--- src/rtl/common_pkg.sv ---
// Shared data-bus types used by every pipeline stage that talks to memory.
// Holds the request/response bundles and the access-size encoding.
package common_pkg;

    typedef enum logic [1:0] {
        MSIZE1 = 2'd0,
        MSIZE2 = 2'd1,
        MSIZE4 = 2'd2,
        MSIZE8 = 2'd3
    } msize_t;

    typedef struct packed {
        logic        valid;
        logic [63:0] addr;
        msize_t      size;
        logic [7:0]  strobe;
        logic [63:0] data;
    } dbus_req_t;

    typedef struct packed {
        logic        addr_ok;
        logic        data_ok;
        logic [63:0] data;
    } dbus_resp_t;

endpackage

--- src/rtl/memory_stage_pkg.sv ---
// Pipeline bundles, memory-stage FSM states and access-size decode helpers.
// Optional misalignment trap is keyed by MEMORY_MISALIGN_CHECK_EN in memory_stage.
package memory_stage_pkg;
    import common_pkg::*;

    typedef enum logic [2:0] {
        NOP, ALU, BRANCH, JUMP, LD, SD
    } op_t;

    typedef struct packed {
        op_t  op;
        logic regwrite;
    } ctl_t;

    typedef struct packed {
        logic        valid;
        logic [63:0] pc;
        logic [31:0] instr;
        ctl_t        ctl;
        logic [4:0]  dst;
        logic [63:0] result;
        logic [63:0] rd2;
    } excute_data_t;

    typedef struct packed {
        logic        valid;
        logic [63:0] pc;
        logic [31:0] instr;
        ctl_t        ctl;
        logic [4:0]  dst;
        logic [63:0] result;
        logic [63:0] addr;
    } memory_data_t;

    typedef struct packed {
        logic        ismem;
        logic [4:0]  dst;
        logic [63:0] data;
    } tran_t;

    typedef enum logic {
        IDLE = 1'b0,
        BUSY = 1'b1
    } mstate_t;

    localparam logic [1:0] SZ_B = 2'd0;
    localparam logic [1:0] SZ_H = 2'd1;
    localparam logic [1:0] SZ_W = 2'd2;
    localparam logic [1:0] SZ_D = 2'd3;

    function automatic msize_t size_of(input logic [1:0] c);
        unique case (c)
            SZ_B:    return MSIZE1;
            SZ_H:    return MSIZE2;
            SZ_W:    return MSIZE4;
            default: return MSIZE8;
        endcase
    endfunction

    function automatic logic [7:0] size_mask(input logic [1:0] c);
        unique case (c)
            SZ_B:    return 8'h01;
            SZ_H:    return 8'h03;
            SZ_W:    return 8'h0F;
            default: return 8'hFF;
        endcase
    endfunction

    function automatic logic misaligned(input logic [2:0] a, input logic [1:0] c);
        unique case (c)
            SZ_B:    return 1'b0;
            SZ_H:    return a[0];
            SZ_W:    return |a[1:0];
            default: return |a;
        endcase
    endfunction

endpackage

--- src/rtl/memory_stage_align.sv ---
// Byte-lane steering for the data bus: store strobe/data alignment and
// load extraction with sign or zero extension. Purely combinational.
module mem_align
    import memory_stage_pkg::*;
(
    input  logic [2:0]  addr,
    input  logic [1:0]  size,
    input  logic        zext,
    input  logic [63:0] wsrc,
    input  logic [63:0] rdata,
    output logic [7:0]  strobe,
    output logic [63:0] wdata,
    output logic [63:0] rvalue
);

    logic [63:0] shifted;

    // Align store lanes and extract/extend the addressed load lanes
    always_comb begin
        strobe  = size_mask(size) << addr;
        wdata   = wsrc << {addr, 3'b000};
        shifted = rdata >> {addr, 3'b000};
        unique case (size)
            SZ_B: rvalue = zext ? {56'd0, shifted[7:0]}
                                : {{56{shifted[7]}}, shifted[7:0]};
            SZ_H: rvalue = zext ? {48'd0, shifted[15:0]}
                                : {{48{shifted[15]}}, shifted[15:0]};
            SZ_W: rvalue = zext ? {32'd0, shifted[31:0]}
                                : {{32{shifted[31]}}, shifted[31:0]};
            default: rvalue = shifted;
        endcase
    end

endmodule

--- src/rtl/memory_stage.sv ---
// Memory pipeline stage: issues loads/stores on the data bus, stalls upstream
// until data_ok, registers the writeback bundle. Option: MEMORY_MISALIGN_CHECK_EN.
module memory_stage
    import common_pkg::*;
    import memory_stage_pkg::*;
(
    input  logic         clk,
    input  logic         reset,
    input  excute_data_t dataE,
    output dbus_req_t    dreq,
    input  dbus_resp_t   dresp,
    output memory_data_t dataM,
    output logic         stallM,
    output tran_t        fwdM
);

    mstate_t      state_q, state_d;
    memory_data_t dataM_q, dataM_d;

    logic [1:0]  size_code;
    logic        is_ld, is_sd, mem_op, bad_align, issue;
    logic [7:0]  st_strobe;
    logic [63:0] st_wdata, ld_value;
    logic        unused_addr_ok;

    assign size_code      = dataE.instr[13:12];
    assign is_ld          = dataE.valid && (dataE.ctl.op == LD);
    assign is_sd          = dataE.valid && (dataE.ctl.op == SD);
    assign mem_op         = is_ld || is_sd;
    assign unused_addr_ok = dresp.addr_ok;

`ifdef MEMORY_MISALIGN_CHECK_EN
    assign bad_align = mem_op && misaligned(dataE.result[2:0], size_code);
`else
    assign bad_align = 1'b0;
`endif

    assign issue  = mem_op && !bad_align;
    assign stallM = issue && !dresp.data_ok;

    mem_align u_align (
        .addr   (dataE.result[2:0]),
        .size   (size_code),
        .zext   (dataE.instr[14]),
        .wsrc   (dataE.rd2),
        .rdata  (dresp.data),
        .strobe (st_strobe),
        .wdata  (st_wdata),
        .rvalue (ld_value)
    );

    // Bus request is driven straight from the held execute bundle
    always_comb begin
        dreq        = '0;
        dreq.valid  = issue;
        dreq.addr   = dataE.result;
        dreq.size   = size_of(size_code);
        dreq.strobe = is_sd ? st_strobe : 8'h00;
        dreq.data   = st_wdata;
    end

    // Forwarding tap for the instruction currently in this stage
    always_comb begin
        fwdM       = '0;
        fwdM.ismem = is_ld;
        fwdM.dst   = (dataE.valid && dataE.ctl.regwrite) ? dataE.dst : 5'd0;
        fwdM.data  = dataE.result;
    end

    // Access tracking: BUSY while a request waits for data_ok
    always_comb begin
        state_d = state_q;
        case (state_q)
            IDLE:    if (issue && !dresp.data_ok) state_d = BUSY;
            BUSY:    if (!issue || dresp.data_ok) state_d = IDLE;
            default: state_d = IDLE;
        endcase
    end

    // Writeback bundle: bubble while stalled, else capture the result
    always_comb begin
        dataM_d = '0;
        if (!stallM) begin
            dataM_d.valid  = dataE.valid;
            dataM_d.pc     = dataE.pc;
            dataM_d.instr  = dataE.instr;
            dataM_d.ctl    = dataE.ctl;
            dataM_d.dst    = dataE.dst;
            dataM_d.result = dataE.result;
            dataM_d.addr   = dataE.result;
            if (bad_align) begin
                dataM_d.ctl.regwrite = 1'b0;
                dataM_d.result       = 64'd0;
            end else if (is_ld) begin
                dataM_d.result = ld_value;
            end
        end
    end

    // State and writeback registers with synchronous reset
    always_ff @(posedge clk) begin
        if (reset) begin
            state_q <= IDLE;
            dataM_q <= '0;
        end else begin
            state_q <= state_d;
            dataM_q <= dataM_d;
        end
    end

    assign dataM = dataM_q;

endmodule

--- config.mk ---
export PLATFORM = sky130hd
export DESIGN_NAME = memory_stage
export DESIGN_NICKNAME = d
export VERILOG_FILES = /design/src/rtl/common_pkg.sv /design/src/rtl/memory_stage_pkg.sv /design/src/rtl/memory_stage_align.sv /design/src/rtl/memory_stage.sv
export SDC_FILE = /design/constraint.sdc
export NUM_CORES = 1
export LEC_CHECK = 0
export BUFFER_PORTS_ARGS = -buffer_cell sky130_fd_sc_hd__buf_2
export CORE_AREA = 2 2 287 289
export CTS_CLUSTER_SIZE = 24
export DETAILED_ROUTE_END_ITERATION = 6
export DIE_AREA = 0 0 289 291
export PLACE_DENSITY_LB_ADDON = 0.08
export SYNTH_ARGS = -nofsm -noshare
export SYNTH_HDL_FRONTEND = slang
export SYNTH_HIERARCHICAL = 1
export SYNTH_SLANG_ARGS = --single-unit
--- constraint.sdc ---
create_clock -name clk -period 3.4 [get_ports clk]
set_input_delay 1.02 -clock clk [delete_from_list [all_inputs] [get_ports clk]]
set_output_delay 1.02 -clock clk [all_outputs]
set_load 0.05 [all_outputs]
Word-level counts from Yosys, hierarchy flattened
Index checks and enable logic that the tools add are counted.

cells by class
  equal/unequal tests = 4
  shifts and indexed selects = 3
  multiplexer cells = 9
  reductions and logical operators = 8

operator list
  operator              count
  $mux W64              4
  $pmux W64 S3          1
  $shl A64 B6 Y64       1
  $shr A64 B6 Y64       1
  $pmux W8 S3           1
  $mux W8               1
  $shl A8 B3 Y8         1
  $eq A3 B3 Y1 const B  2
  $pmux W2 S3           1
  $mux W5               1
  $logic_and A1 B1 Y1   4
  $eq A2 B1 Y1 const B  1
  $eq A2 B2 Y1 const B  1
  $logic_not A2 Y1      1
  $reduce_or A2 Y1      1
  $logic_not A1 Y1      1
  $logic_or A1 B1 Y1    1

storage, ports and cells
  register bits after elaboration = 234
  bits of input ports = 302

Logic depth before layout (Yosys ltp)
Gate-level depths: netlist of run 1.

  depth after elaboration = 5
  gate-level depth with buffers = 10
  mapped depth without buffers = 6

Hierarchy
The synthesis of run 1 kept the hierarchy.

by module, submodules not included
  module        instances  cells an instance  area each (µm²)  seq. area each (µm²)
  memory_stage  1          787                8210.4           4684.5
  mem_align     1          600                4390.5           0.0

Least setup slack after synthesis of run 1
OpenSTA, ideal clock, no wires.

  path kind = input -> output
  start point = in dataE[64] in the netlist's numbering
  end point = out dreq[53] in the netlist's numbering
  arrival time = 2.900 ns
  required time = 2.380 ns
  path slack = -0.520 ns
  stages = 6
  path buffers = 4
  cells stage by stage = buf_6 buf_4 buf_2 buf_2 o21ai_0 o21ai_0

RTL lines
  item         line                source
  from (decl)  memory_stage.sv:9   input excute_data_t dataE,
  to (decl)    memory_stage.sv:10  output dbus_req_t dreq,

==> key figures, run 1 <==
Run status
  – Outcome: finished clean

GRT
  – First-pass GRT wire length: 93700 um
  – GRT Residual Overflow: 0
  – Initial antenna violation count: 44
  – Largest net degree at the start of global routing: 170
  – All-Layer GR Usage: 0.155
  – Vias in the first global route: 12.3k

Timing
  – Slew @ Worst Pin: 0.967 ns
  – Setup TNS: 0 ns
  – Highest Clock Rate: 299 MHz
  – Min Tclk post-route: 3.34 ns
  – Final Hold Viols: 0
  – Slew headroom: 0.353
  – RSZ-0062 raised after global routing: false
  – Final period util: 0.983
  – Endpoints failing setup: 0
  – Final slew viol count: 0
  – Hold WS: 0.651 ns

Clocking
  – # Post-CTS Setup Buffers: 0
  – CTS tree: yes
  – Hold_buf cts: 0
  – Clock buffer depth: 3
  – # clock sinks: 234
  – CTS HTree Levels: 1
  – Cts bufs inserted: 28
  – Clk slew on worst S/H paths: 0.06 ns
  – CTS root buf: clkbuf_16

Route
  – Pre-antenna DRT Iters: 5
  – DR vias: 12.3k
  – Met2 Routed Length: 35500 um
  – DR WL met3: 6450 um
  – Detailed Route WL: 68900 um
  – M1 wire length: 25300 um
  – DRC: 0
  – Top sig layer: met5
  – Wirelength per Cell: 22.2 um
  – ANT nets after route: 0
  – Drt via density: 3.95
  – Initial DRC count: 418

Die
  – Placeable core area: 81200 um^2
  – Die span in y: 291 um
  – Die X-Extent: 289 um
  – IO Pins: 746
  – Row Count: 105
  – Starting Density: 0.155
  – Die area: 84100 um^2

Yosys
  – Syn Nets: 1689
  – Leading area contributor after synthesis: dfxtp_1
  – Mapped Cells: 1387
  – Netlist cell types: 48
  – Number of synthesized flops with an enable pin: 0
  – Most common library cells after synthesis: 234 x dfxtp_1, 198 x nand2_1, 177 x and2_1
  – Synthesized area: 12600 um^2
  – Number of synthesized register bits: 234
  – Async SR Flop Fraction: 0
  – Top cells by area, synth: dfxtp_1 37%, buf_4 9.1%, and2_1 8.8%
  – Count leader, synth: dfxtp_1
  – Ys flop type: dfxtp_1
  – Register area share after synthesis: 0.372
  – Mean area per synthesized cell: 9.08 um^2
  – Yosys top cell area share: 0.372
  – Synth Warn #: 6

Finish
  – Area Overhead vs Synth: 45.5%
  – Nets: 2320
  – FF/Latch Area: 4680 um^2
  – # fillers: 9177
  – Final Core Density: 0.226
  – Layout cells sized above 1: 0.526
  – Footprint of the multi-input gates: 6480 um^2
  – Largest register FFs: 234

Setup path
  – Worst Path Max Fanout: 16
  – Critical Path End: dreq[49]
  – Data required time of the worst path: 2.38 ns
  – Critical Path End Type: output port
  – Setup CP Type: in2out
  – CP startpoint: dataE[65]
  – Worst Path Arrival: 2.32 ns
  – CP Launch Type: input port

Placement
  – # port buffers: 744
  – HPWL Detailed: 56500 um
  – GP Congestion: 0.841

Pwr
  – Power per cell area: 470 nW/um^2
  – Leak: 8.88 nW
  – Peak supply drop: 0.000217 V

Run
  – Max Cap Viol: 0

Min path
  – Hold Path Class: in2reg
cell usage in the layout (no fill, tap or decap), drive strengths merged, types with 2 or more instances in the layout:
master,Yosys,final
dfxtp,234,234
a211oi,3,3
o21ai,42,42
clkbuf,20,46
o22ai,17,17
nor2,60,60
and3b,2,2
a211o,7,7
a32oi,7,7
inv,2,3
o211ai,9,9
diode,0,6
nor3,3,3
nand4,34,34
nand2,198,198
a22oi,3,3
nor3b,2,2
buf,226,843
mux2i,104,104
o2bb2ai,16,16
or2,2,2
nand3,19,19
a21oi,92,92
nor2b,13,13
mux2,55,55
and3,14,14
and2,177,177
mux4,15,15
nand2b,5,5
clkinv,0,4
area by class of cell:
type,count,share of cell area
Antenna cell,6,0.000819
Clock buffer,42,0.0444
Clock inverter,6,0.00259
Inverter,2,0.000410
Multi-Input combinational cell,905,0.354
Sequential cell,234,0.256
Tap cell,1070,0.0730
Timing Repair Buffer,847,0.270
power breakdown:
part / leakage, nW / switching (mW) / internal, mW
Combinational: 6.51 / 1.98 / 0.834
Clock: 0.421 / 1.22 / 1.64
Sequential: 1.95 / 0.0338 / 2.90
per-stage QoR:
step                      area (um^2)  worst slack (ns)  total power [mW]  instances
after floorplan                 12900            -0.220              5.00       1387
after global placement          17400            -0.271              5.84       3057
after detailed placement        17400            -0.290              5.84       3057
after CTS                       18300            0.0114              8.79       3105
after global routing            18300           0.00321              9.01       3109
final                           18300            0.0563              8.61       3112
worst min-delay path by stage:
stage               start         end  cells after the start
3_3_place_gp   dataE[172]  dataM[172]                      2
2_1_floorplan       reset  dataM[135]                      1
3_5_place_dp   dataE[231]  dataM[231]                      2
6_report       dataE[228]  dataM[228]                      2
4_1_cts        dataE[183]  dataM[183]                      2
5_1_grt        dataE[220]  dataM[220]                      2
worst max-delay path, cell delays in order:
cell and delay (ns):
buf_12 0.13, buf_4 0.19, nor2b_2 0.16, buf_12 0.17
a21oi_1 0.08, buf_4 0.15, mux2i_4 0.13, buf_2 0.28
metal layers:
metal	track usage	up-vias
met1	0.164	5802
met4	0.0362	38
met5	0	-
met2	0.287	486
li1	-	5836
met3	0.0569	122
repair_timing:
item	4_1_cts	5_1_grt
pin swaps	0	0
gates resized for setup	9	6
endpoints found under the setup margin	13	16
gates cloned	0	1
logic make-up after synthesis:
group           after synthesis  share of synthesized area
compound gates              199                      0.112
mux                         174                      0.161
flops                       234                      0.372
buf+inv                     248                      0.140
simple gates                532                      0.214
Power figures use the tool's default switching activity.
==> inputs of run 2 (changes only) <==
Settings changed: ABC_AREA set to 1, CAP_MARGIN set to 5, CORE_AREA 2 2 287 289 to 2 2 293 295, DIE_AREA 0 0 289 291 to 0 0 295 297.
==> key figures, run 2 <==
Setup path
  – Critical path's slowest cell: mux2i_1
  – CP Cell Sequence: buf_6, buf_12, buf_4, mux2i_1, nand2_1, nand3_1, o21ai_2, buf_2
  – Bufs and invs on worst path: 4
  – CP peak stage delay: 0.28 ns
  – CP startpoint: dataE[64]
  – Critical Path End: dreq[43]
  – CP Launch Type: input port
  – Critical Path End Type: output port
  – Worst Path Max Fanout: 25
  – CP top delay family: buffers and inverters
  – Worst Path Arrival: 2.31 ns
  – Worst path depth: 8
  – Setup CP Type: in2out
  – Data required time of the worst path: 2.38 ns

Run status
  – Outcome: finished clean

Yosys
  – Yosys top cell area share: 0.379
  – Mapped Cells: 1806
  – Number of synthesized register bits: 234
  – Number of synthesized flops with an enable pin: 0
  – Mean area per synthesized cell: 6.85 um^2
  – Synthesized area: 12400 um^2
  – Count leader, synth: nand2_1
  – Syn Nets: 2108
  – Most common library cells after synthesis: 387 x nand2_1, 234 x dfxtp_1, 230 x nor2_1
  – Synth Warn #: 6
  – Top cells by area, synth: dfxtp_1 38%, nand2_1 12%, buf_4 9.9%
  – Ys flop type: dfxtp_1
  – Register area share after synthesis: 0.379
  – Async SR Flop Fraction: 0
  – Netlist cell types: 30
  – Leading area contributor after synthesis: dfxtp_1

Clocking
  – Cts bufs inserted: 28
  – Clk slew on worst S/H paths: 0.06 ns
  – CTS tree: yes
  – Clock buffer depth: 3
  – CTS HTree Levels: 1
  – CTS root buf: clkbuf_16
  – # clock sinks: 234

GRT
  – Initial antenna violation count: 29
  – All-Layer GR Usage: 0.153
  – Grt peak-use layer: met2
  – Vias in the first global route: 13.5k
  – First-pass GRT wire length: 98500 um
  – Largest net degree at the start of global routing: 84
  – Grt met1 use: 0.175
  – Global-route met3 utilization: 0.0418
  – Met2 Use GR: 0.281
  – GRT Residual Overflow: 0

Route
  – Wirelength per Cell: 19.8 um
  – Initial DRC count: 611
  – DR vias: 13.6k
  – ANT nets after route: 0
  – DRC: 0
  – Pre-antenna DRT Iters: 4
  – Detailed Route WL: 70100 um
  – Drt via density: 3.83

Timing
  – RSZ-0062 raised after global routing: true
  – Highest Clock Rate: 301 MHz
  – Final period util: 0.978
  – Endpoints failing setup: 0
  – Slew @ Worst Pin: 0.844 ns
  – Min Tclk post-route: 3.33 ns
  – Final Hold Viols: 0
  – Final slew viol count: 0
  – Slew headroom: 0.437

Min path
  – Hold Startpoint: dataE[172]
  – Hold Path Class: in2reg

Finish
  – Largest register FFs: 234
  – Final instance area: 17600 um^2
  – Final Core Density: 0.209
  – Layout cells sized above 1: 0.395
  – Layout Cells excl Fill: 3547
  – Nets: 2682
  – Commonest non-fill, non-tap cell in the layout: buf_2
  – Area Overhead vs Synth: 42.5%
  – Commonest non-fill, non-tap cells in the layout: 727 x buf_2, 386 x nand2_1, 234 x dfxtp_1, 224 x inv_1, 202 x nor2_1
  – # fillers: 9799

Placement
  – # port buffers: 744
  – GP Congestion: 0.865
  – HPWL Detailed: 56900 um
  – Placed cell area: 16700 um^2
  – Dpl cells: 3494

Die
  – Die area: 87600 um^2
  – Starting Density: 0.146
  – Die span in y: 297 um
  – Row Count: 107
  – Placeable core area: 84500 um^2
  – Die X-Extent: 295 um
  – IO Pins: 746

Pwr
  – Power per cell area: 483 nW/um^2
  – Peak supply drop: 0.000305 V
  – Leak: 9.56 nW

Run
  – Max Cap Viol: 0
run 2: how the worst min path moves through the flow:
stage                 endpoint  cells after the start
floorplan             dataM[0]                      2
global placement    dataM[202]                      3
detailed placement  dataM[206]                      3
CTS                 dataM[206]                      3
global route        dataM[206]                      3
finish              dataM[172]                      3
run 2: cell families after synthesis:
logic type / synth area share
multiplexers: 0.0178
flip-flops: 0.379
AO/OA/AOI/OAI: 0.110
buffers and inverters: 0.214
AND/OR/NAND/NOR: 0.280
run 2: report_power, final:
part | internal, mW | total (mW) | switching (mW)
Combinational | 0.639 | 2.65 | 2.01
Clock | 1.69 | 2.92 | 1.23
Sequential | 2.90 | 2.94 | 0.0352
run 2: repair_timing:
item | 4_1_cts | 5_1_grt
setup endpoints to repair | 12 | 15
hold buffers | 0 | 0
setup buffers | 0 | 0
gates resized for setup | 5 | 10
run 2: metrics by stage:
stage / setup WS, ns / hold slack [ns] / total power, mW / TNS (ns)
after floorplan: -0.210 / 1.13 / 4.92 / -0.397
after global placement: -0.0992 / 1.24 / 5.69 / -0.419
after detailed placement: -0.0810 / 1.24 / 5.68 / -0.299
after CTS: 0.0263 / 0.613 / 8.70 / 0
after global routing: -0.0261 / 0.624 / 8.97 / -0.0521
final: 0.0744 / 0.659 / 8.51 / 0
run 2: area by class of cell:
class / count / area (um^2) / area share
Multi-Input combinational cell: 1086 / 5300 / 0.300
Inverter: 231 / 873 / 0.0495
Tap cell: 1144 / 1430 / 0.0812
Sequential cell: 234 / 4680 / 0.266
Clock inverter: 6 / 86.3 / 0.00490
Clock buffer: 44 / 801 / 0.0454
Timing Repair Buffer: 799 / 4450 / 0.252
Antenna cell: 3 / 7.51 / 0.000426
run 2: per-layer routing:
| layer | routed length, um | vias up |
|---|---|---|
| met5 | 149 | - |
| met4 | 1560 | 24 |
| met3 | 5390 | 105 |
| met2 | 35300 | 518 |
| met1 | 27700 | 6262 |
| li1 | - | 6670 |
